==> config.mk <==
export PLATFORM = sky130hd
export DESIGN_NAME = mcu_sequencer
export DESIGN_NICKNAME = d
export VERILOG_FILES = /design/src/rtl/mcu_pkg.sv /design/src/rtl/mcu_mem_timer.sv /design/src/rtl/mcu_sequencer.sv
export SDC_FILE = /design/constraint.sdc
export NUM_CORES = 1
export LEC_CHECK = 0
export CAP_MARGIN = 25
export CORE_UTILIZATION = 46
export CTS_CLUSTER_SIZE = 12
export DETAILED_ROUTE_END_ITERATION = 16
export PLACE_DENSITY = 0.83
export SYNTH_ARGS = -nofsm -noshare
export SYNTH_HDL_FRONTEND = slang
export SYNTH_SLANG_ARGS = --single-unit
==> constraint.sdc <==
create_clock -name clk -period 2.65 [get_ports clk]
set_input_delay 0.53 -clock clk [delete_from_list [all_inputs] [get_ports clk]]
set_output_delay 0.53 -clock clk [all_outputs]
set_load 0.05 [all_outputs]
==> src/rtl/mcu_pkg.sv <==
// mcu_pkg: state, opcode, funct and select encodings shared by the
// multi-cycle MIPS sequencer, its datapath and the bench.
package mcu_pkg;

  typedef enum logic [4:0] {
    S_FETCH    = 5'd0,
    S_DECODE   = 5'd1,
    S_EXEC_R   = 5'd2,
    S_WB_R     = 5'd3,
    S_EXEC_I   = 5'd4,
    S_WB_I     = 5'd5,
    S_MEM_ADDR = 5'd6,
    S_MEM_RD   = 5'd7,
    S_WB_LW    = 5'd8,
    S_MEM_WR   = 5'd9,
    S_BRANCH   = 5'd10,
    S_JUMP     = 5'd11,
    S_HALT     = 5'd12,
    S_ERROR    = 5'd13,
    S_INT_SAVE = 5'd14,
    S_INT_VEC  = 5'd15
  } state_e;

  localparam logic [5:0] OP_RTYPE = 6'h00;
  localparam logic [5:0] OP_J     = 6'h02;
  localparam logic [5:0] OP_BEQ   = 6'h04;
  localparam logic [5:0] OP_ADDI  = 6'h08;
  localparam logic [5:0] OP_ORI   = 6'h0D;
  localparam logic [5:0] OP_LW    = 6'h23;
  localparam logic [5:0] OP_SW    = 6'h2B;

  localparam logic [5:0] FN_BREAK = 6'h0D;
  localparam logic [5:0] FN_ADD   = 6'h20;
  localparam logic [5:0] FN_SUB   = 6'h22;
  localparam logic [5:0] FN_AND   = 6'h24;
  localparam logic [5:0] FN_OR    = 6'h25;
  localparam logic [5:0] FN_SLT   = 6'h2A;

  localparam logic [3:0] ALU_ADD   = 4'd0;
  localparam logic [3:0] ALU_SUB   = 4'd1;
  localparam logic [3:0] ALU_AND   = 4'd2;
  localparam logic [3:0] ALU_OR    = 4'd3;
  localparam logic [3:0] ALU_SLT   = 4'd4;
  localparam logic [3:0] ALU_PASSB = 4'd5;

  localparam logic [1:0] SB_B    = 2'd0;
  localparam logic [1:0] SB_4    = 2'd1;
  localparam logic [1:0] SB_IMM  = 2'd2;
  localparam logic [1:0] SB_IMM2 = 2'd3;

  localparam logic [1:0] PC_ALU    = 2'd0;
  localparam logic [1:0] PC_ALUOUT = 2'd1;
  localparam logic [1:0] PC_JUMP   = 2'd2;
  localparam logic [1:0] PC_VEC    = 2'd3;

  localparam logic [1:0] WS_RD_ALU = 2'd0;
  localparam logic [1:0] WS_RT_ALU = 2'd1;
  localparam logic [1:0] WS_RT_MDR = 2'd2;

  function automatic logic is_mem(state_e s);
    return s inside {S_FETCH, S_MEM_RD, S_MEM_WR};
  endfunction

  function automatic logic [3:0] funct_alu(logic [5:0] f);
    logic [3:0] op;
    unique case (f)
      FN_SUB:  op = ALU_SUB;
      FN_AND:  op = ALU_AND;
      FN_OR:   op = ALU_OR;
      FN_SLT:  op = ALU_SLT;
      default: op = ALU_ADD;
    endcase
    return op;
  endfunction

endpackage

==> src/rtl/mcu_mem_timer.sv <==
// mcu_mem_timer: counts non-ack cycles of one memory access and flags
// the cycle in which the wait reaches MEM_TIMEOUT (0 = never).
module mcu_mem_timer #(
  parameter int unsigned MEM_TIMEOUT = 15
) (
  input  logic clk,
  input  logic reset_n,
  input  logic start_i,
  input  logic busy_i,
  input  logic ack_i,
  output logic expired_o
);
  localparam int unsigned W =
    (MEM_TIMEOUT > 15) ? $clog2(MEM_TIMEOUT + 1) : 4;
  localparam logic [W-1:0] LIM =
    W'((MEM_TIMEOUT == 0) ? 0 : MEM_TIMEOUT - 1);

  logic [W-1:0] cnt_q, cnt_d;

  always_comb begin
    cnt_d = cnt_q;
    if (start_i)
      cnt_d = '0;
    else if (busy_i && !ack_i)
      cnt_d = cnt_q + 1'b1;
  end

  always_ff @(posedge clk or negedge reset_n) begin
    if (!reset_n)
      cnt_q <= '0;
    else
      cnt_q <= cnt_d;
  end

  // cnt_q holds waits already spent; this cycle's miss would be the last
  assign expired_o = (MEM_TIMEOUT != 0) && busy_i && !ack_i
                     && (cnt_q == LIM);

endmodule

==> src/rtl/mcu_sequencer.sv <==
// mcu_sequencer: multi-cycle MIPS control sequencer, one micro-state per cycle.
// Define MCU_INTR_EN to enable interrupt entry at instruction boundaries.
module mcu_sequencer
  import mcu_pkg::*;
#(
  parameter int unsigned MEM_TIMEOUT = 15
) (
  input  logic       clk,
  input  logic       reset_n,
  input  logic [5:0] opcode,
  input  logic [5:0] funct,
  input  logic       zero,
  input  logic       mem_ack,
  input  logic       intr,
  output logic       pc_ld,
  output logic       ir_ld,
  output logic       aluout_ld,
  output logic       mdr_ld,
  output logic       rf_we,
  output logic [1:0] rf_wsel,
  output logic       mem_rd,
  output logic       mem_wr,
  output logic       mem_isel,
  output logic [3:0] alu_op,
  output logic       alu_srca,
  output logic [1:0] alu_srcb,
  output logic [1:0] pc_sel,
  output logic       halted,
  output logic       int_ack,
  output logic [4:0] state
);

  state_e state_q, state_d, boundary;
  logic   mem_busy, mem_start, expired;

  assign mem_busy  = is_mem(state_q);
  assign mem_start = !mem_busy || mem_ack;

  mcu_mem_timer #(
    .MEM_TIMEOUT(MEM_TIMEOUT)
  ) u_timer (
    .clk      (clk),
    .reset_n  (reset_n),
    .start_i  (mem_start),
    .busy_i   (mem_busy),
    .ack_i    (mem_ack),
    .expired_o(expired)
  );

`ifdef MCU_INTR_EN
  assign boundary = intr ? S_INT_SAVE : S_FETCH;
`else
  assign boundary = S_FETCH;
  logic unused_intr;
  assign unused_intr = intr;
`endif

  function automatic state_e decode(logic [5:0] op, logic [5:0] fn);
    state_e s;
    logic   rt;
    s  = S_ERROR;
    rt = (op == OP_RTYPE);
    unique case (1'b1)
      rt && (fn inside {FN_ADD, FN_SUB, FN_AND, FN_OR, FN_SLT}):
        s = S_EXEC_R;
      rt && (fn == FN_BREAK):           s = S_HALT;
      (op == OP_LW) || (op == OP_SW):   s = S_MEM_ADDR;
      op == OP_BEQ:                     s = S_BRANCH;
      op == OP_J:                       s = S_JUMP;
      (op == OP_ADDI) || (op == OP_ORI): s = S_EXEC_I;
      default: ;
    endcase
    return s;
  endfunction

  always_ff @(posedge clk or negedge reset_n) begin
    if (!reset_n)
      state_q <= S_FETCH;
    else
      state_q <= state_d;
  end

  always_comb begin
    state_d = state_q;
    unique case (state_q)
      S_FETCH:
        if (mem_ack)      state_d = S_DECODE;
        else if (expired) state_d = S_ERROR;
      S_DECODE:   state_d = decode(opcode, funct);
      S_EXEC_R:   state_d = S_WB_R;
      S_EXEC_I:   state_d = S_WB_I;
      S_MEM_ADDR: state_d = (opcode == OP_LW) ? S_MEM_RD : S_MEM_WR;
      S_MEM_RD:
        if (mem_ack)      state_d = S_WB_LW;
        else if (expired) state_d = S_ERROR;
      S_MEM_WR:
        if (mem_ack)      state_d = boundary;
        else if (expired) state_d = S_ERROR;
      S_WB_R, S_WB_I, S_WB_LW, S_BRANCH, S_JUMP:
        state_d = boundary;
`ifdef MCU_INTR_EN
      S_INT_SAVE: state_d = S_INT_VEC;
      S_INT_VEC:  state_d = S_FETCH;
`endif
      default: ;
    endcase
  end

  // Reset gates every output so in-flight strobes drop without a clock
  always_comb begin
    pc_ld     = 1'b0;
    ir_ld     = 1'b0;
    aluout_ld = 1'b0;
    mdr_ld    = 1'b0;
    rf_we     = 1'b0;
    rf_wsel   = WS_RD_ALU;
    mem_rd    = 1'b0;
    mem_wr    = 1'b0;
    mem_isel  = 1'b0;
    alu_op    = ALU_ADD;
    alu_srca  = 1'b0;
    alu_srcb  = SB_B;
    pc_sel    = PC_ALU;
    int_ack   = 1'b0;
    if (reset_n) begin
      unique case (state_q)
        S_FETCH: begin
          mem_rd   = 1'b1;
          mem_isel = 1'b1;
          alu_srcb = SB_4;
          ir_ld    = mem_ack;
          pc_ld    = mem_ack;
        end
        S_DECODE: begin
          alu_srcb  = SB_IMM2;
          aluout_ld = 1'b1;
        end
        S_EXEC_R: begin
          alu_srca  = 1'b1;
          alu_op    = funct_alu(funct);
          aluout_ld = 1'b1;
        end
        S_WB_R: rf_we = 1'b1;
        S_EXEC_I: begin
          alu_srca  = 1'b1;
          alu_srcb  = SB_IMM;
          alu_op    = (opcode == OP_ORI) ? ALU_OR : ALU_ADD;
          aluout_ld = 1'b1;
        end
        S_WB_I: begin
          rf_we   = 1'b1;
          rf_wsel = WS_RT_ALU;
        end
        S_MEM_ADDR: begin
          alu_srca  = 1'b1;
          alu_srcb  = SB_IMM;
          aluout_ld = 1'b1;
        end
        S_MEM_RD: begin
          mem_rd = 1'b1;
          mdr_ld = mem_ack;
        end
        S_WB_LW: begin
          rf_we   = 1'b1;
          rf_wsel = WS_RT_MDR;
        end
        S_MEM_WR: mem_wr = 1'b1;
        S_BRANCH: begin
          alu_srca = 1'b1;
          alu_op   = ALU_SUB;
          pc_ld    = zero;
          pc_sel   = PC_ALUOUT;
        end
        S_JUMP: begin
          pc_ld  = 1'b1;
          pc_sel = PC_JUMP;
        end
`ifdef MCU_INTR_EN
        S_INT_SAVE: aluout_ld = 1'b1;
        S_INT_VEC: begin
          pc_ld   = 1'b1;
          pc_sel  = PC_VEC;
          int_ack = 1'b1;
        end
`endif
        default: ;
      endcase
    end
  end

  assign halted = reset_n && (state_q inside {S_HALT, S_ERROR});
  assign state  = state_q;

endmodule

==> metrics.cfg <==
[power]
cellPowerDensity_mw_per_mm2 = 857.9
internal_power_mw = 0.7127
pwr-share-clk = 0.074
combPwrFrac = 0.779
sw_frac_of_total = 0.5440
switching_power_mw = 0.8502
pwr-share-seq = 0.146
p_leak_nw = 0.7258
ir_drop_mv = 0.6065

[timing]
min_period_ns = 2.559
rsz0062_at_grt = false
tightest_slew_ns = 0.4982
relSlewSlack = 0.6648
clock_skew_ns = 0.007643
post-route-period-util = 0.9658
drv_slew = 0
finalSetupViolations = 0
clock.fmax_mhz = 390.7
finalHoldViolations = 0

[layout]
multi_input_area_um2 = 837.1
fin_cells = 227
drive_gt1_frac = 0.2864
seq_area_um2 = 225.2
areaGrowthSynthToFinish_pct = 71.09
fin_util = 0.8315
fill_cells = 134
layout.nets = 219
antenna-diode-count = 0

[logic_synthesis]
synthXorXnorAreaFrac = 0.02468
ys_seq_area_frac = 0.2115
synth_compound_area_frac = 0.2174
synth_area_leaders = dfrtp_1 (21%), nor2_1 (8.5%), nand2_1 (6.3%)
synth_top_cell_by_area = dfrtp_1
postSynthCellCount = 152
ys_top_cells_by_count = nor2_1 (24), nand2_1 (18), dfrtp_1 (9), nand3_1 (9), nor3_1 (8)
async_flop_share = 1.000
synth-adder-area-share = 0.02350
ys.flop_type = dfrtp_1
yosysTopAreaCellShare = 0.2115
synth_mux_area_frac = 0.02820
avgSynthCellArea_um2 = 7.005
yosysWarnings = 0
yosys.area_share.simple = 0.4266
synth_top_family_by_area = simple AND/OR/NAND/NOR gates
ys_seq_elements = 9
synth-edff-count = 0
yosysMostFrequentCell = nor2_1
synth.distinct_cells = 47
syn-cell-area_mm2 = 0.001065

[drt]
wl_per_cell_um = 15.61
drt-initial-drc-count = 59
postRouteAntennaNets = 0
drcViolationCount = 0
drt-vias-per-instance = 5.982
routed-via-count = 1358
wl_um = 3543
dr.pass1.iters = 4

[critical_path]
cp.arrival_ns = 2.03
required_ns = 2.12
regToRegSetupSlack_ns = 0.65
start_kind = flop
reg2reg_from = state[2]
crit_path_start = state[2]
cp_max_fo = 13
path_class = flop to primary output
endpoint_kind = primary output
rr_worst_depth = 6

[clock_tree]
clk_pin_slew_ns = 0.07
cts-root-buf = clkbuf_4
cts_buffers = 3
cts_tree = yes
clk_path_buf_depth = 2
cts_setup_buffers = 0
insertion_delay_ns = 0.28
cts_sinks = 9
h-tree-depth = 1

[grt]
grt-ovfl-total = 0
grt_pass1_wl_um = 5761
antenna_found_initial = 0
grt_util_all_layers = 0.3023
grt_pass1_vias = 1282
grt_max_degree = 25

[hold_path]
min_from = u_timer.cnt_q[0]
holdPathStages = 1
hp-class = flop to flop

[placement]
dp.cells = 223
portBuffers = 39
dp_hpwl_um = 2814
routabilityCongestion = 0.8346

[run_status]
status = complete, no violations

[floorplan]
placementRows = 17
io_pins = 43
start_util = 0.4860
fp.coreArea_mm2 = 0.002191
fp.dieH_um = 50.11
die_x_um = 50.11
dieArea_mm2 = 0.002511

[run]
drv_cap = 0

## sequential cells by signal, indices dropped and copies added (netlist names)
signal	count
u_timer.cnt_q	4
state	5
## stage by stage
| stage | TNS, ns | hold WS, ns | instance area, um^2 | worst slack (ns) | power [mW] |
|---|---|---|---|---|---|
| after floorplan | -0.2327 | 0.2344 | 1125 | -0.2327 | 0.9804 |
| after global placement | 0 | 0.4639 | 1788 | 0.08634 | 1.389 |
| after detailed placement | 0 | 0.4933 | 1788 | 0.1006 | 1.435 |
| after CTS | 0 | 0.5030 | 1815 | 0.09723 | 1.549 |
| after global routing | 0 | 0.5326 | 1822 | 0.02740 | 1.640 |
| final | 0 | 0.5067 | 1822 | 0.09065 | 1.563 |
## power groups by stage
| stage | Combinational (mW) | Clock (mW) | Sequential (mW) |
|---|---|---|---|
| 3_3_place_gp | 1.17 | 0 | 0.223 |
| 2_1_floorplan | 0.689 | 0 | 0.291 |
| 3_5_place_dp | 1.21 | 0 | 0.228 |
| 4_1_cts | 1.21 | 0.113 | 0.225 |
| 6_report | 1.22 | 0.116 | 0.229 |
| 5_1_grt | 1.28 | 0.123 | 0.232 |
## routing by layer
| layer | share of wire | global-route usage | vias up |
|---|---|---|---|
| li1 | - | - | 637 |
| met1 | 0.41 | 0.3553 | 621 |
| met2 | 0.50 | 0.5333 | 89 |
| met3 | 0.068 | 0.03086 | 11 |
| met4 | 0.023 | 0.1524 | 0 |
| met5 | 0 | 0 | - |
## cell families after synthesis
family,Yosys count
simple gates,88
compound gates,31
buf+inv,15
flops,9
xor+xnor,3
mux,3
fa+ha+maj,2
other cells,1
## what timing repair did
item / in CTS / in global routing
resized for setup: 0 / 2
setup endpoints to repair: 0 / 2
hold buffers: 0 / 0
## worst max-delay path: stages (launching register included)
cell	delay, ns
dfrtp_1	0.60
or3_1	0.38
nor2_2	0.06
and2_2	0.22
or2_2	0.32
buf_12	0.16
## path summary, 6_finish.rpt
check,endpoint
min in group asynchronous,state[2]
hold / removal,u_timer.cnt_q[0]
setup / recovery,pc_ld
hold reg to reg,u_timer.cnt_q[0]
max in group asynchronous,u_timer.cnt_q[2]
setup reg to reg,state[3]
## layout make-up
cell class / instances / area share
clock buffers: 3 / 0.01236
clock inverters: 1 / 0.002747
inverters: 5 / 0.01030
multi-input cells: 129 / 0.4595
flip-flops and latches: 9 / 0.1236
well taps: 28 / 0.01923
repair buffers: 52 / 0.3723
## cells in the final DEF, fill, tap and decap left out, types with 3 or more instances in the layout
master	count
a31oi_1	3
buf_12	19
buf_4	13
clkbuf_4	3
clkdlybuf4s50_1	20
dfrtp_1	9
inv_1	5
mux2i_1	3
nand2_1	18
nand2b_1	6
nand3_1	9
nand4_1	5
nor2_1	23
nor2b_1	3
nor3_2	7
o21ai_0	6
o21ai_1	4
(Power assumes the default switching activity.)
